File: config.mk
export PLATFORM = sky130hd
export DESIGN_NAME = sys_issue_exec_flat
export DESIGN_NICKNAME = d
export VERILOG_FILES = /design/src/rtl/sys_issue_exec_if.sv /design/src/rtl/sys_issue_exec.sv /design/src/flat_wrapper.sv
export SDC_FILE = /design/constraint.sdc
export NUM_CORES = 1
export LEC_CHECK = 0
export CORE_MARGIN = 2
export CORE_UTILIZATION = 41
export CTS_CLUSTER_SIZE = 8
export DETAILED_ROUTE_END_ITERATION = 8
export HOLD_SLACK_MARGIN = 0.1
export PLACE_DENSITY_LB_ADDON = 0.1
export SETUP_SLACK_MARGIN = 0.2
export SLEW_MARGIN = 40
export SYNTH_ARGS = -nofsm -noshare
export SYNTH_HDL_FRONTEND = slang
export SYNTH_SLANG_ARGS = --single-unit
File: constraint.sdc
create_clock -name clk -period 28 [get_ports clk]
set_input_delay 8.4 -clock clk [delete_from_list [all_inputs] [get_ports clk]]
set_output_delay 8.4 -clock clk [all_outputs]
set_load 0.05 [all_outputs]
File: src/rtl/sys_issue_exec_if.sv
// rtl/sys_issue_exec_if.sv - issue, CSR and writeback signal bundle for sys_issue_exec
interface sys_issue_exec_if #(
    parameter int SPEC_STATES = 4,
    parameter int PRF_LEN     = 7,
    parameter int ROB_IDX_LEN = 6,
    parameter int XLEN        = 64,
    parameter int OP_LEN      = 3
);
    logic                   Stall;
    logic                   Flush;
    logic                   Kill_Enable;
    logic                   Update_KillMask;
    logic [SPEC_STATES-1:0] FUBR_SpecTag;
    logic                   Req_Valid;
    logic [ROB_IDX_LEN-1:0] Req_ROBIdx;
    logic [SPEC_STATES-1:0] Req_KillMask;
    logic [PRF_LEN-1:0]     Req_Prd;
    logic                   Req_PrdWe;
    logic [OP_LEN-1:0]      Req_Op;
    logic [11:0]            Req_CsrAddr;
    logic [XLEN-1:0]        Req_Src1;
    logic                   RSSYS_Issued_Valid;
    logic [ROB_IDX_LEN-1:0] ROB_HeadIdx;
    logic                   Csr_Req;
    logic [OP_LEN-1:0]      Csr_Op;
    logic [11:0]            Csr_Addr;
    logic [XLEN-1:0]        Csr_WrData;
    logic                   Csr_Ack;
    logic [XLEN-1:0]        Csr_RdData;
    logic                   Csr_Fault;
    logic                   Wakeup_Valid;
    logic                   Wakeup_RegWE;
    logic                   Wakeup_PrdType;
    logic [PRF_LEN-1:0]     Wakeup_Prd;
    logic                   Cmpl_Valid;
    logic [ROB_IDX_LEN-1:0] Cmpl_ROBIdx;
    logic [XLEN-1:0]        Cmpl_Data;
    logic                   Cmpl_Exception;
    logic                   Sys_Busy;

    modport master (
        output Stall, Flush, Kill_Enable, Update_KillMask, FUBR_SpecTag,
        output Req_Valid, Req_ROBIdx, Req_KillMask, Req_Prd, Req_PrdWe,
        output Req_Op, Req_CsrAddr, Req_Src1, ROB_HeadIdx,
        output Csr_Ack, Csr_RdData, Csr_Fault,
        input  RSSYS_Issued_Valid, Csr_Req, Csr_Op, Csr_Addr, Csr_WrData,
        input  Wakeup_Valid, Wakeup_RegWE, Wakeup_PrdType, Wakeup_Prd,
        input  Cmpl_Valid, Cmpl_ROBIdx, Cmpl_Data, Cmpl_Exception, Sys_Busy
    );

    modport slave (
        input  Stall, Flush, Kill_Enable, Update_KillMask, FUBR_SpecTag,
        input  Req_Valid, Req_ROBIdx, Req_KillMask, Req_Prd, Req_PrdWe,
        input  Req_Op, Req_CsrAddr, Req_Src1, ROB_HeadIdx,
        input  Csr_Ack, Csr_RdData, Csr_Fault,
        output RSSYS_Issued_Valid, Csr_Req, Csr_Op, Csr_Addr, Csr_WrData,
        output Wakeup_Valid, Wakeup_RegWE, Wakeup_PrdType, Wakeup_Prd,
        output Cmpl_Valid, Cmpl_ROBIdx, Cmpl_Data, Cmpl_Exception, Sys_Busy
    );
endinterface

File: src/rtl/sys_issue_exec.sv
// rtl/sys_issue_exec.sv - system uop issue consumer: waits for ROB head, does CSR access, writes back
module sys_issue_exec #(
    parameter int SPEC_STATES = 4,
    parameter int PRF_LEN     = 7,
    parameter int ROB_IDX_LEN = 6,
    parameter int XLEN        = 64,
    parameter int OP_LEN      = 3,
    parameter int TIMEOUT     = 16
) (
    input  logic              clk,
    input  logic              rst,
    sys_issue_exec_if.slave   bus
);
    localparam int CNT_W = (TIMEOUT > 2) ? $clog2(TIMEOUT) : 1;

    typedef enum logic [1:0] {
        S_IDLE      = 2'd0,
        S_WAIT_HEAD = 2'd1,
        S_CSR_REQ   = 2'd2,
        S_WB        = 2'd3
    } state_t;

    state_t state;
    state_t state_nxt;

    logic [SPEC_STATES-1:0] held_km;
    logic [ROB_IDX_LEN-1:0] held_rob;
    logic [PRF_LEN-1:0]     held_prd;
    logic                   held_we;
    logic [OP_LEN-1:0]      held_op;
    logic [11:0]            held_addr;
    logic [XLEN-1:0]        held_src;
    logic [XLEN-1:0]        result;
    logic                   exc;
    logic [CNT_W-1:0]       tmo_cnt;

    logic req_killed;
    logic held_killed;
    logic head_match;
    logic tmo_hit;
    logic issue;
    logic in_csr;
    logic in_wb;

    assign req_killed  = bus.Kill_Enable & |(bus.FUBR_SpecTag & bus.Req_KillMask);
    assign held_killed = bus.Kill_Enable & |(bus.FUBR_SpecTag & held_km);
    assign head_match  = (bus.ROB_HeadIdx == held_rob);
    assign tmo_hit     = (tmo_cnt == CNT_W'(TIMEOUT - 1));
    assign issue       = (state == S_IDLE) & bus.Req_Valid & ~bus.Stall & ~bus.Flush
                         & ~rst & ~req_killed;
    assign in_csr      = (state == S_CSR_REQ);
    assign in_wb       = (state == S_WB);

    // State register; flush is folded into the next-state logic
    always_ff @(posedge clk) begin
        if (rst) begin
            state <= S_IDLE;
        end else begin
            state <= state_nxt;
        end
    end

    // Next-state: kill beats head match in WAIT_HEAD, ack beats timeout in CSR_REQ
    always_comb begin
        state_nxt = state;
        case (state)
            S_IDLE: begin
                if (issue) state_nxt = S_WAIT_HEAD;
            end
            S_WAIT_HEAD: begin
                if (held_killed) begin
                    state_nxt = S_IDLE;
                end else if (head_match & ~bus.Stall) begin
                    state_nxt = S_CSR_REQ;
                end
            end
            S_CSR_REQ: begin
                if (bus.Csr_Ack | tmo_hit) state_nxt = S_WB;
            end
            S_WB: begin
                if (~bus.Stall) state_nxt = S_IDLE;
            end
            default: state_nxt = S_IDLE;
        endcase
        if (bus.Flush) state_nxt = S_IDLE;
    end

    // Held uop fields, killmask tracking, timeout counter and CSR result capture
    always_ff @(posedge clk) begin
        if (rst | bus.Flush) begin
            held_km <= '0;
            tmo_cnt <= '0;
            exc     <= 1'b0;
        end else begin
            case (state)
                S_IDLE: begin
                    if (issue) begin
                        held_rob  <= bus.Req_ROBIdx;
                        held_prd  <= bus.Req_Prd;
                        held_we   <= bus.Req_PrdWe;
                        held_op   <= bus.Req_Op;
                        held_addr <= bus.Req_CsrAddr;
                        held_src  <= bus.Req_Src1;
                        held_km   <= bus.Update_KillMask ? (bus.Req_KillMask & ~bus.FUBR_SpecTag)
                                                         : bus.Req_KillMask;
                        exc       <= 1'b0;
                    end
                end
                S_WAIT_HEAD: begin
                    if (bus.Update_KillMask) held_km <= held_km & ~bus.FUBR_SpecTag;
                    if (~held_killed & head_match & ~bus.Stall) tmo_cnt <= '0;
                end
                S_CSR_REQ: begin
                    if (bus.Csr_Ack) begin
                        result <= bus.Csr_RdData;
                        exc    <= bus.Csr_Fault;
                    end else if (tmo_hit) begin
                        result <= '0;
                        exc    <= 1'b1;
                    end else begin
                        tmo_cnt <= tmo_cnt + CNT_W'(1);
                    end
                end
                default: begin
                end
            endcase
        end
    end

    assign bus.RSSYS_Issued_Valid = issue;
    assign bus.Sys_Busy           = (state != S_IDLE);

    assign bus.Csr_Req    = in_csr;
    assign bus.Csr_Op     = in_csr ? held_op   : '0;
    assign bus.Csr_Addr   = in_csr ? held_addr : '0;
    assign bus.Csr_WrData = in_csr ? held_src  : '0;

    assign bus.Wakeup_Valid   = in_wb & ~bus.Stall;
    assign bus.Wakeup_RegWE   = in_wb & held_we & ~exc;
    assign bus.Wakeup_PrdType = 1'b0;
    assign bus.Wakeup_Prd     = in_wb ? held_prd : '0;
    assign bus.Cmpl_Valid     = in_wb & ~bus.Stall;
    assign bus.Cmpl_ROBIdx    = in_wb ? held_rob : '0;
    assign bus.Cmpl_Data      = in_wb ? result   : '0;
    assign bus.Cmpl_Exception = in_wb & exc;
endmodule

File: src/flat_wrapper.sv
// flat-port wrapper written by rule: the top's interface ports become plain ports
module sys_issue_exec_flat 
#(
    parameter int SPEC_STATES = 4,
    parameter int PRF_LEN     = 7,
    parameter int ROB_IDX_LEN = 6,
    parameter int XLEN        = 64,
    parameter int OP_LEN      = 3,
    parameter int TIMEOUT     = 16
)
  (clk, rst, bus_Stall, bus_Flush, bus_Kill_Enable, bus_Update_KillMask, bus_FUBR_SpecTag, bus_Req_Valid, bus_Req_ROBIdx, bus_Req_KillMask, bus_Req_Prd, bus_Req_PrdWe, bus_Req_Op, bus_Req_CsrAddr, bus_Req_Src1, bus_ROB_HeadIdx, bus_Csr_Ack, bus_Csr_RdData, bus_Csr_Fault, bus_RSSYS_Issued_Valid, bus_Csr_Req, bus_Csr_Op, bus_Csr_Addr, bus_Csr_WrData, bus_Wakeup_Valid, bus_Wakeup_RegWE, bus_Wakeup_PrdType, bus_Wakeup_Prd, bus_Cmpl_Valid, bus_Cmpl_ROBIdx, bus_Cmpl_Data, bus_Cmpl_Exception, bus_Sys_Busy);
  sys_issue_exec_if #(.SPEC_STATES(SPEC_STATES), .PRF_LEN(PRF_LEN), .ROB_IDX_LEN(ROB_IDX_LEN), .XLEN(XLEN), .OP_LEN(OP_LEN)) bus_i ();
  input  logic clk;
  input  logic rst;
  input wire logic [$bits(bus_i.Stall)-1:0] bus_Stall;
  input wire logic [$bits(bus_i.Flush)-1:0] bus_Flush;
  input wire logic [$bits(bus_i.Kill_Enable)-1:0] bus_Kill_Enable;
  input wire logic [$bits(bus_i.Update_KillMask)-1:0] bus_Update_KillMask;
  input wire logic [$bits(bus_i.FUBR_SpecTag)-1:0] bus_FUBR_SpecTag;
  input wire logic [$bits(bus_i.Req_Valid)-1:0] bus_Req_Valid;
  input wire logic [$bits(bus_i.Req_ROBIdx)-1:0] bus_Req_ROBIdx;
  input wire logic [$bits(bus_i.Req_KillMask)-1:0] bus_Req_KillMask;
  input wire logic [$bits(bus_i.Req_Prd)-1:0] bus_Req_Prd;
  input wire logic [$bits(bus_i.Req_PrdWe)-1:0] bus_Req_PrdWe;
  input wire logic [$bits(bus_i.Req_Op)-1:0] bus_Req_Op;
  input wire logic [$bits(bus_i.Req_CsrAddr)-1:0] bus_Req_CsrAddr;
  input wire logic [$bits(bus_i.Req_Src1)-1:0] bus_Req_Src1;
  input wire logic [$bits(bus_i.ROB_HeadIdx)-1:0] bus_ROB_HeadIdx;
  input wire logic [$bits(bus_i.Csr_Ack)-1:0] bus_Csr_Ack;
  input wire logic [$bits(bus_i.Csr_RdData)-1:0] bus_Csr_RdData;
  input wire logic [$bits(bus_i.Csr_Fault)-1:0] bus_Csr_Fault;
  output wire logic [$bits(bus_i.RSSYS_Issued_Valid)-1:0] bus_RSSYS_Issued_Valid;
  output wire logic [$bits(bus_i.Csr_Req)-1:0] bus_Csr_Req;
  output wire logic [$bits(bus_i.Csr_Op)-1:0] bus_Csr_Op;
  output wire logic [$bits(bus_i.Csr_Addr)-1:0] bus_Csr_Addr;
  output wire logic [$bits(bus_i.Csr_WrData)-1:0] bus_Csr_WrData;
  output wire logic [$bits(bus_i.Wakeup_Valid)-1:0] bus_Wakeup_Valid;
  output wire logic [$bits(bus_i.Wakeup_RegWE)-1:0] bus_Wakeup_RegWE;
  output wire logic [$bits(bus_i.Wakeup_PrdType)-1:0] bus_Wakeup_PrdType;
  output wire logic [$bits(bus_i.Wakeup_Prd)-1:0] bus_Wakeup_Prd;
  output wire logic [$bits(bus_i.Cmpl_Valid)-1:0] bus_Cmpl_Valid;
  output wire logic [$bits(bus_i.Cmpl_ROBIdx)-1:0] bus_Cmpl_ROBIdx;
  output wire logic [$bits(bus_i.Cmpl_Data)-1:0] bus_Cmpl_Data;
  output wire logic [$bits(bus_i.Cmpl_Exception)-1:0] bus_Cmpl_Exception;
  output wire logic [$bits(bus_i.Sys_Busy)-1:0] bus_Sys_Busy;
  assign bus_i.Stall = bus_Stall;
  assign bus_i.Flush = bus_Flush;
  assign bus_i.Kill_Enable = bus_Kill_Enable;
  assign bus_i.Update_KillMask = bus_Update_KillMask;
  assign bus_i.FUBR_SpecTag = bus_FUBR_SpecTag;
  assign bus_i.Req_Valid = bus_Req_Valid;
  assign bus_i.Req_ROBIdx = bus_Req_ROBIdx;
  assign bus_i.Req_KillMask = bus_Req_KillMask;
  assign bus_i.Req_Prd = bus_Req_Prd;
  assign bus_i.Req_PrdWe = bus_Req_PrdWe;
  assign bus_i.Req_Op = bus_Req_Op;
  assign bus_i.Req_CsrAddr = bus_Req_CsrAddr;
  assign bus_i.Req_Src1 = bus_Req_Src1;
  assign bus_i.ROB_HeadIdx = bus_ROB_HeadIdx;
  assign bus_i.Csr_Ack = bus_Csr_Ack;
  assign bus_i.Csr_RdData = bus_Csr_RdData;
  assign bus_i.Csr_Fault = bus_Csr_Fault;
  assign bus_RSSYS_Issued_Valid = bus_i.RSSYS_Issued_Valid;
  assign bus_Csr_Req = bus_i.Csr_Req;
  assign bus_Csr_Op = bus_i.Csr_Op;
  assign bus_Csr_Addr = bus_i.Csr_Addr;
  assign bus_Csr_WrData = bus_i.Csr_WrData;
  assign bus_Wakeup_Valid = bus_i.Wakeup_Valid;
  assign bus_Wakeup_RegWE = bus_i.Wakeup_RegWE;
  assign bus_Wakeup_PrdType = bus_i.Wakeup_PrdType;
  assign bus_Wakeup_Prd = bus_i.Wakeup_Prd;
  assign bus_Cmpl_Valid = bus_i.Cmpl_Valid;
  assign bus_Cmpl_ROBIdx = bus_i.Cmpl_ROBIdx;
  assign bus_Cmpl_Data = bus_i.Cmpl_Data;
  assign bus_Cmpl_Exception = bus_i.Cmpl_Exception;
  assign bus_Sys_Busy = bus_i.Sys_Busy;
  sys_issue_exec #(.SPEC_STATES(SPEC_STATES), .PRF_LEN(PRF_LEN), .ROB_IDX_LEN(ROB_IDX_LEN), .XLEN(XLEN), .OP_LEN(OP_LEN), .TIMEOUT(TIMEOUT)) u_core (.clk(clk), .rst(rst), .bus(bus_i));
endmodule
## Word-level counts from Yosys, hierarchy flattened

Index checks and enable logic that the tools add are counted.
W data, S select, Z words.

| cells by class | value |
|---|---|
| add/sub/neg operators | 1 |
| eq/ne operators | 14 |
| muxes and demuxes | 26 |
| bitwise operators | 28 |
| reduce and logical (&&, ||, !) cells | 15 |

Operators with widths:

| kind | count |
|---|---|
| $mux W64 | 4 |
| $mux W4 | 6 |
| $and A4 B4 Y4 | 4 |
| $pmux W4 S2 | 2 |
| $and A1 B1 Y1 | 14 |
| $mux W12 | 1 |
| $ne A2 B2 Y1 const B | 6 |
| $reduce_and A3 Y1 | 4 |
| $mux W2 | 5 |
| $reduce_bool A2 Y1 | 5 |
| $pmux W2 S4 | 1 |
| $reduce_and A4 Y1 | 2 |
| $reduce_or A4 Y1 | 2 |
| $mux W7 | 1 |
| $not A1 Y1 | 7 |
| $eq A6 B6 Y1 | 1 |
| $mux W6 | 1 |
| $add A4 B1 Y4 const B | 1 |
| $eq A2 B2 Y1 const B | 2 |
| $eq A4 B4 Y1 const B | 1 |
| $not A4 Y4 | 1 |
| $mux W1 | 3 |
| $mux W3 | 1 |
| $ne A3 B1 Y1 const B | 1 |
| other kinds (7) | 8 |

| storage, ports and cells | value |
|---|---|
| flip-flop bits (word level) | 168 |
| output and inout port bits | 164 |
| logic and storage cells | 95 |

## Logic depth before layout (Yosys ltp)

| logic depth | value |
|---|---|
| word-level depth | 8 |
| gate-level depth with buffers | 8 |

## Worst setup path after synthesis

OpenSTA, ideal clock, no wires.

| path | value |
|---|---|
| kind | input to register |
| start point | in bus_Flush |
| end point | reg u_core.held_addr[0] (enable) |
| arrival | 23.179 ns |
| data required time | 26.962 ns |
| slack | 3.783 ns |
| cell stages on the path | 2 |
| path buffers | 0 |
| cell sequence | or2_2 -> a2111oi_0 |

| between the ends | value |
|---|---|
| word-level cells in the longest chain between the ends | 5 |
| elaborated cells between the ends (all ways) | 7 |
| those cells by class | bitwise (6); reduce/logical (1) |

RTL lines:

| element | line | RTL |
|---|---|---|
| start, declared | flat_wrapper.sv:16 | `input wire logic [$bits(bus_i.Flush)-1:0] bus_Flush;` |
| $not A1 Y1 | sys_issue_exec.sv:49 | `assign issue = (state == S_IDLE) & bus.Req_Valid & ~bus.Stall & ~bus.Flush` |
| $and A1 B1 Y1 | sys_issue_exec.sv:49 |  |
| $and A1 B1 Y1 (2 in series) | sys_issue_exec.sv:50 | `& ~rst & ~req_killed;` |
| $reduce_and A3 Y1 (no line) * | -- |  |
| end signal, assigned | sys_issue_exec.sv:102 | `held_addr <= bus.Req_CsrAddr;` |
| end, declared | sys_issue_exec.sv:31 | `logic [11:0] held_addr;` |

Mark *: on every way between the ends. The rest lies on a longest branch, timed or not.
A chain may end at the register's enable or synchronous reset.

## Worst setup path in the final report

| path | value |
|---|---|
| start point | in bus_FUBR_SpecTag[1] |
| end point | out bus_RSSYS_Issued_Valid |

| between the ends | value |
|---|---|
| word-level cells in the longest chain between the ends | 5 |

RTL lines:

| element | line | RTL |
|---|---|---|
| start, declared | flat_wrapper.sv:19 | `input wire logic [$bits(bus_i.FUBR_SpecTag)-1:0] bus_FUBR_SpecTag;` |
| $and A4 B4 Y4 | sys_issue_exec.sv:45 | `assign req_killed = bus.Kill_Enable & \|(bus.FUBR_SpecTag & bus.Req_KillMask);` |
| $reduce_or A4 Y1 | sys_issue_exec.sv:45 |  |
| $and A1 B1 Y1 | sys_issue_exec.sv:45 |  |
| $not A1 Y1 | sys_issue_exec.sv:50 |  |
| $and A1 B1 Y1 | sys_issue_exec.sv:50 |  |
| end, declared | flat_wrapper.sv:32 | `output wire logic [$bits(bus_i.RSSYS_Issued_Valid)-1:0] bus_RSSYS_Issued_Valid;` |

No other way between the ends.

==> run summary <==
number of placed instances with taps included -> 1031
initial standard-cell utilization of the core -> 41.94%
largest net degree at the start of global routing -> 88
critical path type -> primary input to output pin
vias per inst -> 4.796
share of final-layout standard cells stronger than drive strength 1 -> 5.694%
Hold Buf Count CTS -> 0
fmax -> 52.19 MHz
FILL cells -> 1219
fraction of the yosys area taken by sequential cells -> 70.95%
antenna violations before repair -> 1
clock network latency to the later pin of the worst-skew pair -> 430 ps
most common cell in the netlist -> edfxtp_1
Top Ports -> 344
count of non-filler cells in the finished layout -> 1063
unrepaired setup endpoints after global routing -> false
maximum ir drop on the vdd rail -> 41.21 uV
CTS tree -> built
number of post-CTS setup repair buffers -> 0
H-tree lvl count -> 4
Post-CTS Resized -> 0
Total Negative Setup Slacks -> 0 ps
number of warnings issued by yosys -> 0
final instance area -> 11190 sq um
clock period minus final worst setup slack -> 19160 ps
leakage dissipation -> 4.111 nW
worst slack at placement -> 8832 ps
via count of the first global-routing pass -> 5176
data arrival time of the critical path -> 10760 ps
hpwl dp -> 13170 microns
Mapped Nets -> 682
Critical Path Start Type -> primary input
smallest setup slack after layout -> 8839 ps
routed wire length -> 18970 microns
Finish-stage setup viols -> 0
Routed wire per std cell -> 17.85 microns
die area -> 18020 sq um
Buffers on Ports -> 342
share of the clock period used by the worst path -> 68.43%
Row Count -> 47
post-layout util -> 67.47%
worst endpoint required time -> 19600 ps
number of flops mapped to enable cells by yosys -> 157
combined global-route utilization of all metal layers -> 20.98%
distinct cell type count of the synthesized netlist -> 33
buffer type at the clock tree root -> clkbuf_16
number of failing hold endpoints at the final stage -> 0
Power per Cell Area -> 49.61 nW/um^2
GPL Wtd Cong -> 0.7802
maximum number of buffers from clock root to sink -> 2
type of the worst min-delay path -> flop to flop
max-cap violation count -> 0
FFs w/ async S/R, synth -> 0%
Worst Clk Skew -> 9.512 ps
result of the run -> completed
Syn Area/Cell -> 13.88 sq um
Clock transition at path regs -> 70 ps
core outline area -> 16580 sq um
number of nets still failing antenna checks after routing -> 0
Critical Path End Type -> output pin
post-synthesis instance total -> 501
area share of the largest cell type after synthesis -> 67.78%
first-pass detailed-route iteration total -> 4
net count of the finished layout -> 1011
Remaining Overflow, GRT -> 0
Max Fanout on Critical Path -> 11
starting DRC count in detailed routing -> 277
chip height -> 134.2 microns
primary flip-flop cell chosen by synthesis mapping -> edfxtp_1
max-slew violation total from the final report -> 0
main area contributors after synthesis -> edfxtp_1 (68%), and2_1 (13%), and3_1 (7.0%)
number of vias in the routed layout -> 5098
Layout Area Growth over Synthesis -> 60.86%
Area after DPL -> 10570 sq um
floorplan die width -> 134.2 microns
netlist area before placement -> 6955 sq um
Inserted Diodes -> 0
Inserted Clock Buffers -> 17
slew margin rel. -> 47.10%
register bit total from synthesis -> 168
most area-hungry cell type in the Yosys netlist -> edfxtp_1
most instantiated cells after synthesis -> edfxtp_1 (157), and2_1 (143), and3_1 (78)
actual transition at the worst max-transition pin -> 793.5 ps
global-route wire length before repair -> 28320 microns
DRC -> 0
clock sink count -> 168
-- stage by stage --
stage	hold slack, ps	total power, mW
6_report	469.4	0.5551
5_1_grt	511.2	0.5728
4_1_cts	469.1	0.5614
3_5_place_dp	459.4	0.3171
3_3_place_gp	447.6	0.3158
2_1_floorplan	430.5	0.2911
-- critical path, stage by stage --
cell and delay, ps:
clkdlybuf4s50_1 470, a22oi_1 200, nand2_1 170, a2111oi_4 620
clkdlybuf4s50_1 910
-- final cells by class --
cell class	count	area, sq um	share of cell area [%]
Clock buffer	17	425.4	3.802
Clock inverter	15	188.9	1.689
Inverter	3	11.26	0.1006
Multi-Input combinational cell	292	1874	16.75
Sequential cell	168	4937	44.13
Tap cell	220	275.3	2.460
Timing Repair Buffer	348	3476	31.07
-- flip-flops by register name, indices dropped and copies added, names as in the netlist, named ones only --
name / count
u_core.held_rob: 6
u_core.held_addr: 12
u_core.held_km: 4
u_core.result: 64
u_core.state: 1
u_core.held_op: 3
u_core.held_src: 64
u_core.exc: 1
u_core.tmo_cnt: 4
u_core.held_prd: 7
u_core.held_we: 1
-- power breakdown --
group / switching (mW) / internal [mW] / total [mW]
clock: 0.101 / 0.143 / 0.243
sequential: 0.000468 / 0.277 / 0.277
combinational: 0.00954 / 0.0251 / 0.0346
-- worst paths after layout --
kind                                    end  slack [ps]                           start  depth (start not counted)
max reg2reg   u_core.held_addr[4]$_DFFE_PP_       25210                            flop                          4
min          u_core.tmo_cnt[3]$_SDFFE_PP0P_         470  u_core.tmo_cnt[3]$_SDFFE_PP0P_                          1
min reg2reg  u_core.tmo_cnt[3]$_SDFFE_PP0P_         470  u_core.tmo_cnt[3]$_SDFFE_PP0P_                          1
max                  bus_RSSYS_Issued_Valid        8840             bus_FUBR_SpecTag[1]                          5
-- kinds of logic after synthesis --
logic type	after synthesis	share of synthesized area (%)
buffers and inverters	41	2.446
AOI/OAI and AO/OA	26	2.914
DFF	168	70.95
muxes	1	0.1439
and+or+nand+nor	257	22.56
adders and majority gates	1	0.1799
xor gates and xnor gates	6	0.7555
other	1	0.05391
-- layer usage --
| layer | global-route usage [%] | up-vias | wire length (microns) |
|---|---|---|---|
| met2 | 36.34 | 211 | 9864 |
| met4 | 8.713 | 2 | 543 |
| met3 | 7.143 | 34 | 1408 |
| li1 | - | 2448 | - |
| met1 | 23.73 | 2403 | 7143 |
| met5 | 0 | - | 13 |
-- placed cells by master, fill, tap and decap left out, drive strengths merged --
master	count
and2	143
nand2b	1
nor2	9
nor3b	5
a2111oi	6
o21ai	6
a21oi	4
buf	6
a22oi	2
o21a	1
bufinv	3
a22o	2
ha	1
nand2	8
and3	78
mux2i	1
clkinv	4
conb	1
inv	10
xor2	6
clkdlybuf4s50	342
a31oi	4
clkbuf	17
nand3	5
nand4	1
a32o	1
clkinvlp	1
nor3	3
nor4	1
dfxtp	11
or2	3
edfxtp	157
Note: power is estimated with default switching activity, not from simulation.
